`config.mk`:
```
export PLATFORM = sky130hd
export DESIGN_NAME = mem_port_arbiter
export DESIGN_NICKNAME = d
export VERILOG_FILES = /design/src/rtl/mem_port_arbiter_pkg.sv /design/src/rtl/mem_port_arbiter_rd_tag_pipe.sv /design/src/rtl/mem_port_arbiter.sv
export SDC_FILE = /design/constraint.sdc
export NUM_CORES = 1
export LEC_CHECK = 0
export ABC_AREA = 1
export CAP_MARGIN = 20
export CORE_MARGIN = 5
export CORE_UTILIZATION = 40
export DETAILED_ROUTE_END_ITERATION = 6
export GPL_TIMING_DRIVEN = 0
export MAX_ROUTING_LAYER = met4
export PLACE_DENSITY = 0.81
export RECOVER_POWER = 25
export SLEW_MARGIN = 20
export SYNTH_ARGS = -nofsm -noshare
export SYNTH_HDL_FRONTEND = slang
export SYNTH_HIERARCHICAL = 1
export SYNTH_SLANG_ARGS = --single-unit
```
`constraint.sdc`:
```
create_clock -name clock -period 2.4 [get_ports clock]
set_input_delay 0.36 -clock clock [delete_from_list [all_inputs] [get_ports clock]]
set_output_delay 0.36 -clock clock [all_outputs]
set_load 0.05 [all_outputs]
```
`src/rtl/mem_port_arbiter_pkg.sv`:
```
// Shared encodings for the data-memory port arbiter: FSM states and read-return owner tags.
package mem_port_arbiter_pkg;

    typedef enum logic [1:0] {
        NORMAL  = 2'd0,
        STARVED = 2'd1,
        LOCKED  = 2'd2
    } arb_state_t;

    localparam logic OWN_CPU = 1'b0;
    localparam logic OWN_DBG = 1'b1;

    typedef struct packed {
        logic valid;
        logic owner;
    } rd_tag_t;

endpackage

```
`src/rtl/mem_port_arbiter_rd_tag_pipe.sv`:
```
// Delays each granted read by RD_LAT cycles and steers its return strobe to the requester that issued it.
module mem_port_arbiter_rd_tag_pipe
    import mem_port_arbiter_pkg::*;
#(
    parameter int RD_LAT = 1
) (
    input  logic clock,
    input  logic reset,
    input  logic load,
    input  logic owner,
    output logic cpu_rvalid,
    output logic dbg_rvalid
);

    rd_tag_t pipe [RD_LAT];

    always_ff @(posedge clock or negedge reset) begin
        if (!reset) begin
            for (int i = 0; i < RD_LAT; i++) begin
                pipe[i] <= '0;
            end
        end else begin
            pipe[0].valid <= load;
            pipe[0].owner <= owner;
            for (int i = 1; i < RD_LAT; i++) begin
                pipe[i] <= pipe[i-1];
            end
        end
    end

    assign cpu_rvalid = pipe[RD_LAT-1].valid && (pipe[RD_LAT-1].owner == OWN_CPU);
    assign dbg_rvalid = pipe[RD_LAT-1].valid && (pipe[RD_LAT-1].owner == OWN_DBG);

endmodule

```
`src/rtl/mem_port_arbiter.sv`:
```
// Arbitrates the single data-memory port between the CPU pipeline and the debug/loader port,
// tags read returns to their owner and reports CPU stall cycles.
module mem_port_arbiter
    import mem_port_arbiter_pkg::*;
#(
    parameter int RD_LAT     = 1,
    parameter int STARVE_MAX = 4,
    parameter int CNT_W      = 16
) (
    input  logic             clock,
    input  logic             reset,
    input  logic             cpu_req,
    input  logic             cpu_we,
    input  logic [7:0]       cpu_addr,
    input  logic [7:0]       cpu_wdata,
    output logic             cpu_gnt,
    output logic             cpu_stall,
    output logic             cpu_rvalid,
    input  logic             dbg_req,
    input  logic             dbg_we,
    input  logic [7:0]       dbg_addr,
    input  logic [7:0]       dbg_wdata,
    input  logic             dbg_lock,
    output logic             dbg_gnt,
    output logic             dbg_rvalid,
    output logic [7:0]       mem_addr,
    output logic [7:0]       mem_data,
    output logic             mem_wren,
    output logic             mem_rden,
    input  logic [7:0]       mem_q,
    output logic [7:0]       mem_rdata,
    output logic [CNT_W-1:0] stall_cnt,
    output logic             locked
);

    localparam int SW = $clog2(STARVE_MAX + 1);
    localparam logic [SW-1:0] STARVE_LAST = SW'(STARVE_MAX - 1);
    localparam logic [SW-1:0] STARVE_TOP  = SW'(STARVE_MAX);

    arb_state_t    state, state_nxt;
    logic [SW-1:0] starve, starve_nxt;
    logic          cpu_win, dbg_win;

    // Handshake: a requester holds req (with its address/data/we stable) until it sees gnt in the
    // same cycle; req && gnt consumes the access in that cycle, and a read's data appears on
    // mem_rdata RD_LAT cycles later, qualified by that requester's rvalid.
    always_comb begin
        cpu_win = 1'b0;
        dbg_win = 1'b0;
        case (state)
            NORMAL: begin
                cpu_win = cpu_req;
                dbg_win = dbg_req && !cpu_req;
            end
            STARVED: begin
                dbg_win = dbg_req;
                cpu_win = cpu_req && !dbg_req;
            end
            LOCKED: begin
                dbg_win = dbg_req;
            end
            default: begin
                cpu_win = 1'b0;
                dbg_win = 1'b0;
            end
        endcase
    end

    // Grants are combinational, so they are masked while reset is held low.
    assign cpu_gnt   = reset && cpu_win;
    assign dbg_gnt   = reset && dbg_win;
    assign cpu_stall = reset && cpu_req && !cpu_gnt;
    assign locked    = (state == LOCKED);
    assign mem_rdata = reset ? mem_q : 8'h00;

    always_comb begin
        state_nxt = state;
        case (state)
            NORMAL: begin
                if (dbg_gnt && dbg_lock) begin
                    state_nxt = LOCKED;
                end else if (cpu_gnt && dbg_req && (starve == STARVE_LAST)) begin
                    state_nxt = STARVED;
                end
            end
            STARVED: begin
                if (dbg_gnt) begin
                    state_nxt = dbg_lock ? LOCKED : NORMAL;
                end else if (!dbg_req) begin
                    state_nxt = NORMAL;
                end
            end
            LOCKED: begin
                if (!dbg_lock) begin
                    state_nxt = NORMAL;
                end
            end
            default: state_nxt = NORMAL;
        endcase
    end

    always_comb begin
        starve_nxt = starve;
        if (dbg_gnt || !dbg_req) begin
            starve_nxt = '0;
        end else if (cpu_gnt && (starve != STARVE_TOP)) begin
            starve_nxt = starve + 1'b1;
        end
    end

    always_ff @(posedge clock or negedge reset) begin
        if (!reset) begin
            state     <= NORMAL;
            starve    <= '0;
            stall_cnt <= '0;
        end else begin
            state  <= state_nxt;
            starve <= starve_nxt;
            if (cpu_stall && (stall_cnt != '1)) begin
                stall_cnt <= stall_cnt + 1'b1;
            end
        end
    end

    always_comb begin
        mem_addr = 8'h00;
        mem_data = 8'h00;
        mem_wren = 1'b0;
        mem_rden = 1'b0;
        if (cpu_gnt) begin
            mem_addr = cpu_addr;
            mem_data = cpu_wdata;
            mem_wren = cpu_we;
            mem_rden = !cpu_we;
        end else if (dbg_gnt) begin
            mem_addr = dbg_addr;
            mem_data = dbg_wdata;
            mem_wren = dbg_we;
            mem_rden = !dbg_we;
        end
    end

    mem_port_arbiter_rd_tag_pipe #(
        .RD_LAT (RD_LAT)
    ) rd_tag_pipe (
        .clock      (clock),
        .reset      (reset),
        .load       (mem_rden),
        .owner      (dbg_gnt ? OWN_DBG : OWN_CPU),
        .cpu_rvalid (cpu_rvalid),
        .dbg_rvalid (dbg_rvalid)
    );

endmodule

```
* Yosys cells after proc, flatten, opt, wreduce, memory -nomap -nowiden
Index checks and enable logic that the tools add are counted. Widths: inputs -> output; s select.
Operators by class: reduce and logical (&&, ||, !) cells 23, muxes and demuxes 21, equal/unequal tests 8, bitwise operators 1, add/subtract/negate cells 2
Operator list (count):
- $mux 8 | 5
- $add 16x1->16 const B | 1
- $ne 16x16->1 const B | 1
- $logic_and 1x1->1 | 13
- $mux 2 | 6
- $ne 3x3->1 const B | 3
- $mux 3 | 2
- $pmux 2 s3 | 1
- $logic_not 1->1 | 5
- $mux 1 | 5
- $pmux 1 s2 | 2
- $add 3x1->3 const B | 1
- $eq 3x2->1 const B | 1
- $reduce_and 3->1 | 1
- $eq 2x1->1 const B | 1
- $eq 2x2->1 const B | 1
- $logic_not 2->1 | 1
- $ne 2x2->1 const B | 1
- $reduce_bool 2->1 | 1
- $reduce_or 2->1 | 1
- $logic_or 1x1->1 | 1
- $not 1->1 | 1
Word-level totals: input bits 47, flip-flop bits (word level) 23, output and inout bits 48, word-level logic and storage cells 60

* Longest topological paths before layout
depth in word-level cells 9, depth in mapped cells 11, mapped depth without buffers 10

* Modules after synthesis
Netlist, hierarchy kept.
Modules (own cells, without submodules):
- mem_port_arbiter | area each 1750.4 um^2, cells each 247, seq. area each 525.5 um^2, instances 1
- mem_port_arbiter_rd_tag_pipe | area each 67.6 um^2, cells each 6, seq. area each 50.0 um^2, instances 1

* Worst setup path after synthesis
OpenSTA, ideal clock, no wires.
path type reg2out, start point register state[0], end point output mem_rden, required time 2040 ps, stages on the path, launching flop included 9, buffers on the path 0, data arrival time 2170 ps, slack -130 ps, cells stage by stage dfrtp_1 inv_1 ha_1 inv_1 nand2_1 nand2_2 inv_1 nand2_1 o22ai_1
Between the ends: cells in the longest elaborated chain, start to end 6, elaborated cells between the ends (all ways) 10, those cells by class 2 x eq/ne; 4 x mux; 4 x reduce/logical
Ends and longest elaborated chain:
- start, declared | line mem_port_arbiter.sv:40 | arb_state_t state, state_nxt;
- start signal, assigned | line mem_port_arbiter.sv:117 | state <= state_nxt;
- $eq 2x2->1 or $eq 2x1->1 (tied branches) | line mem_port_arbiter.sv:50 | case (state)
- $reduce_or 2->1 (no line)
- $pmux 1 s2 * | line mem_port_arbiter.sv:50
- $logic_and 1x1->1 * | line mem_port_arbiter.sv:71 | assign dbg_gnt = reset && dbg_win;
- net dbg_gnt | line mem_port_arbiter.sv:24 | output logic dbg_gnt,
- $mux 1 * | line mem_port_arbiter.sv:135 | end else if (dbg_gnt) begin
- $mux 1 * | line mem_port_arbiter.sv:130 | if (cpu_gnt) begin
- end, declared | line mem_port_arbiter.sv:29 | output logic mem_rden,
Mark *: on every way through the listed nets, which the timed path passes. The rest lies on a longest branch.

* Worst setup path after layout
start point register state[0], end point output mem_addr[1]
Between the ends: cells in the longest elaborated chain, start to end 6, elaborated cells between the ends (all ways) 10, those cells by class 2 x eq/ne; 4 x mux; 4 x reduce/logical
Ends and longest elaborated chain:
- $eq 2x2->1 or $eq 2x1->1 (tied branches) | line mem_port_arbiter.sv:50
- $reduce_or 2->1 (no line)
- $pmux 1 s2 | line mem_port_arbiter.sv:50
- $logic_and 1x1->1 | line mem_port_arbiter.sv:71
- $mux 8 | line mem_port_arbiter.sv:135
- $mux 8 * | line mem_port_arbiter.sv:130
- end, declared | line mem_port_arbiter.sv:26 | output logic [7:0] mem_addr,
Mark *: on every way between the ends. The rest lies on a longest branch, timed or not.

==> key figures <==
Die
  – Row Count: 24
  – Die width: 77.4 µm
  – Die height: 77.4 µm
  – Core area: 4380 µm²
  – Initial Util: 0.415
  – Boundary pin count: 95
  – DIE AREA: 5990 µm²

Critical path
  – Req. time, crit path: slightly above 2 ns
  – WS Path Type: reg2out
  – FF-to-FF path depth: 9
  – R2r setup slk: ~0.65 ns
  – Critical path capture point type: output port
  – Startpoint Class: flip-flop
  – Crit path from: state[0]
  – Setup crit end: mem_addr[1]
  – Crit path max fanout: 10
  – Reg-to-reg critical path endpoint: stall_cnt[8]
  – Worst R2R Start: stall_cnt[0]
  – Critical path arrival: between 1.5 and 2 ns

Flow run
  – Max cap viols: 0

Synthesis
  – Dominant cell type by area after synthesis: dfrtp_1
  – Register area share after synthesis: 0.317
  – Gate Count Post-Synth: 253
  – Mux cell area share after synthesis: 0
  – Yosys reg bits: 23
  – Largest family of logic cells by synthesized area: simple AND/OR/NAND/NOR gates
  – Mean Syn Cell Area: slightly above 7 µm²
  – Mapped Nets: 309
  – Post-Synth Adder-Cell Area: 0.0619
  – Mapped Area: 1820 µm²
  – Proportion of netlist area held by the largest area contributor: 0.317
  – Post-Synth XOR/XNOR Area: 0.0482
  – Compound-Gate Fraction of Synth Area: 0.114
  – Unique masters post-synth: 23
  – Top cells by area, synth: dfrtp_1 (32%), nand2_1 (18%), a22o_1 (7.7%), inv_1 (7.4%), ha_1 (6.2%)
  – Yosys warns: 6
  – Synth Area in Simple Gates: 0.338

Clock network
  – Clock tree buffer depth: 2
  – Skew-Pair Late Insertion Delay: 0.27 ns
  – CTS tree: yes
  – Num Clock Sinks: 23
  – TritonCTS buffer count: 3
  – CTS clk-pin slew, worst paths: around 0.080 ns
  – H-tree depth: 1
  – CTS root buf: clkbuf_8

Pwr
  – Worst vdd ir: 0.000843 V
  – Lkg Pwr: around 1.4 nW
  – Pwr dens: 831 nW/µm²

Routing
  – Drt pass-1 iters: 4
  – Drt wl/cell: 13.0 µm
  – Detailed-route DRC error count: 0
  – Post-DRT Antenna Nets: 0
  – 1st-iter DRT viols: a little under 90
  – Routed vias: 1,960
  – Number of vias per cell: 4.78
  – Detailed Route WL: 5350 µm

GRT
  – Pin count of the biggest net entering global routing: 24
  – First-pass GRT wire length: 9270 µm
  – Total grt overflow: 0
  – Vias in the first global route: 1,981
  – Total Routing Usage GR: 0.191
  – Initial antenna violation count: 0

Layout
  – Ant diodes: 0
  – Filler instances: 390
  – Final nets: between 400 and 500
  – Leading cell types in the layout, fill and taps excluded: nand2_1 (86), clkdlybuf4s50_1 (72), inv_1 (34), dfrtp_1 (22), nand3_1 (17)
  – Layout cells sized above 1: 0.168
  – Synth-to-Final Area Change: 61.9%
  – Layout Cells excl Fill: a little over 400
  – Most common cell after layout, fill and taps aside: nand2_1

Timing
  – RSZ-0062 raised after global routing: yes
  – Final min period: 2.33 ns
  – Final setup fails: 0
  – Max Fclk: around 430 MHz
  – Fin crit share: 0.971
  – Final Hold Vio Count: 0
  – Clock skew: 0.00474 ns
  – Pins over their slew limit: 0
  – Worst-Margin Slew: roughly 1.2 ns
  – Setup TNS Final: 0 ns
  – Rel. slew slack: 0.194

Hold path
  – Hold Path Class: reg2reg

Placed design
  – GP Congestion: approximately 0.86
  – IO buf count: 94
  – Hpwl dp: 4240 µm
  – Placed Instances: 399

Status
  – Status: finished clean
-- sequential cells by signal (all words and copies together) (netlist names) --
name / count
stall_cnt: 16
rd_tag_pipe/pipe: 2
state: 2
starve: 3
-- cell families after synthesis --
| kind of cell | count (synthesis) |
|---|---|
| fa+ha+maj | 9 |
| buf+inv | 46 |
| flops | 23 |
| simple gates | 138 |
| compound gates | 27 |
| xor+xnor | 10 |
-- cells in the mapped netlist --
| master | count |
|---|---|
| o22ai_1 | 1 |
| inv_4 | 1 |
| ha_1 | 9 |
| and2_1 | 1 |
| o21ai_0 | 9 |
| xnor2_1 | 5 |
| xor2_1 | 5 |
| nor2_2 | 3 |
| nand2_1 | 86 |
| nor2_4 | 2 |
| a22o_1 | 16 |
| inv_1 | 36 |
| nand2_4 | 4 |
| buf_6 | 6 |
| inv_2 | 3 |
| nor2_1 | 17 |
| nor3_1 | 1 |
| dfrtp_1 | 23 |
| a21oi_4 | 1 |
| nand3b_1 | 1 |
| nand4_1 | 2 |
| nand3_1 | 17 |
| nand2_2 | 4 |
-- through the flow --
stage / power [mW] / setup slack, ns / area (µm²) / utilization / hold slack (ns)
5_1_grt: 2.60 / -0.0237 / 2940 / 0.671 / 0.584
3_5_place_dp: 2.11 / -1.50 / 2830 / 0.646 / 0.532
6_report: 2.44 / 0.0700 / 2940 / 0.671 / 0.550
3_3_place_gp: 2.07 / -1.45 / 2830 / 0.646 / 0.523
2_1_floorplan: 1.60 / 0.194 / 1820 / - / 0.0644
4_1_cts: 2.38 / 0.00132 / 2890 / 0.659 / 0.551
-- where the power goes --
part           leakage [nW]  switching (mW)  total, mW  internal, mW
Combinational          1.11            1.01       1.62         0.611
Clock                0.0255           0.127      0.243         0.116
Sequential            0.308           0.114      0.581         0.467
Total                  1.45            1.25       2.44          1.19
-- layout make-up --
cell class / count / area [µm²] / share of cell area
clock inverters: 1 / 5.00 / 0.00170
repair buffers: 101 / 976 / 0.332
inverters: 40 / 153 / 0.0519
well taps: 52 / 65.1 / 0.0221
multi-input cells: 184 / 1050 / 0.357
flip-flops and latches: 23 / 577 / 0.196
clock buffers: 3 / 41.3 / 0.0140
plain buffers: 6 / 75.1 / 0.0255
-- critical path, cell delays in order, from the launching register on --
cell and delay [ns]:
dfrtp_2 0.45, inv_2 0.09, ha_2 0.21, nor2_4 0.04, nor2_2 0.14, nand2_4 0.10
inv_4 0.08, buf_8 0.13, buf_8 0.13, a22o_1 0.16, buf_6 0.16
-- worst min path at each step --
stage	startpoint	endpoint	slack [ns]	depth (start not counted)
floorplan	reset	rd_tag_pipe/pipe[0]	0.06	0
global placement	stall_cnt[13]	stall_cnt[13]	0.52	2
detailed placement	stall_cnt[13]	stall_cnt[13]	0.53	2
CTS	stall_cnt[13]	stall_cnt[13]	0.55	2
global route	stall_cnt[15]	stall_cnt[15]	0.58	2
finish	stall_cnt[13]	stall_cnt[13]	0.55	2
-- metal layers --
layer	GRT usage	routed length, µm	vias up
met3	0.0405	314	9
met5	-	0	-
li1	-	-	1008
met2	0.316	2640	63
met1	0.235	2310	880
met4	0.0533	85	0
-- what timing repair did --
action / CTS / global route
resized for setup: 124 / 17
hold endpoints to repair: 23 / 0
pin swaps: 2 / 1
hold buffers: 1 / 0
gates cloned: 1 / 0
setup buffers: 2 / 3
endpoints found under the setup margin: 45 / 21
(Power assumes the default switching activity.)
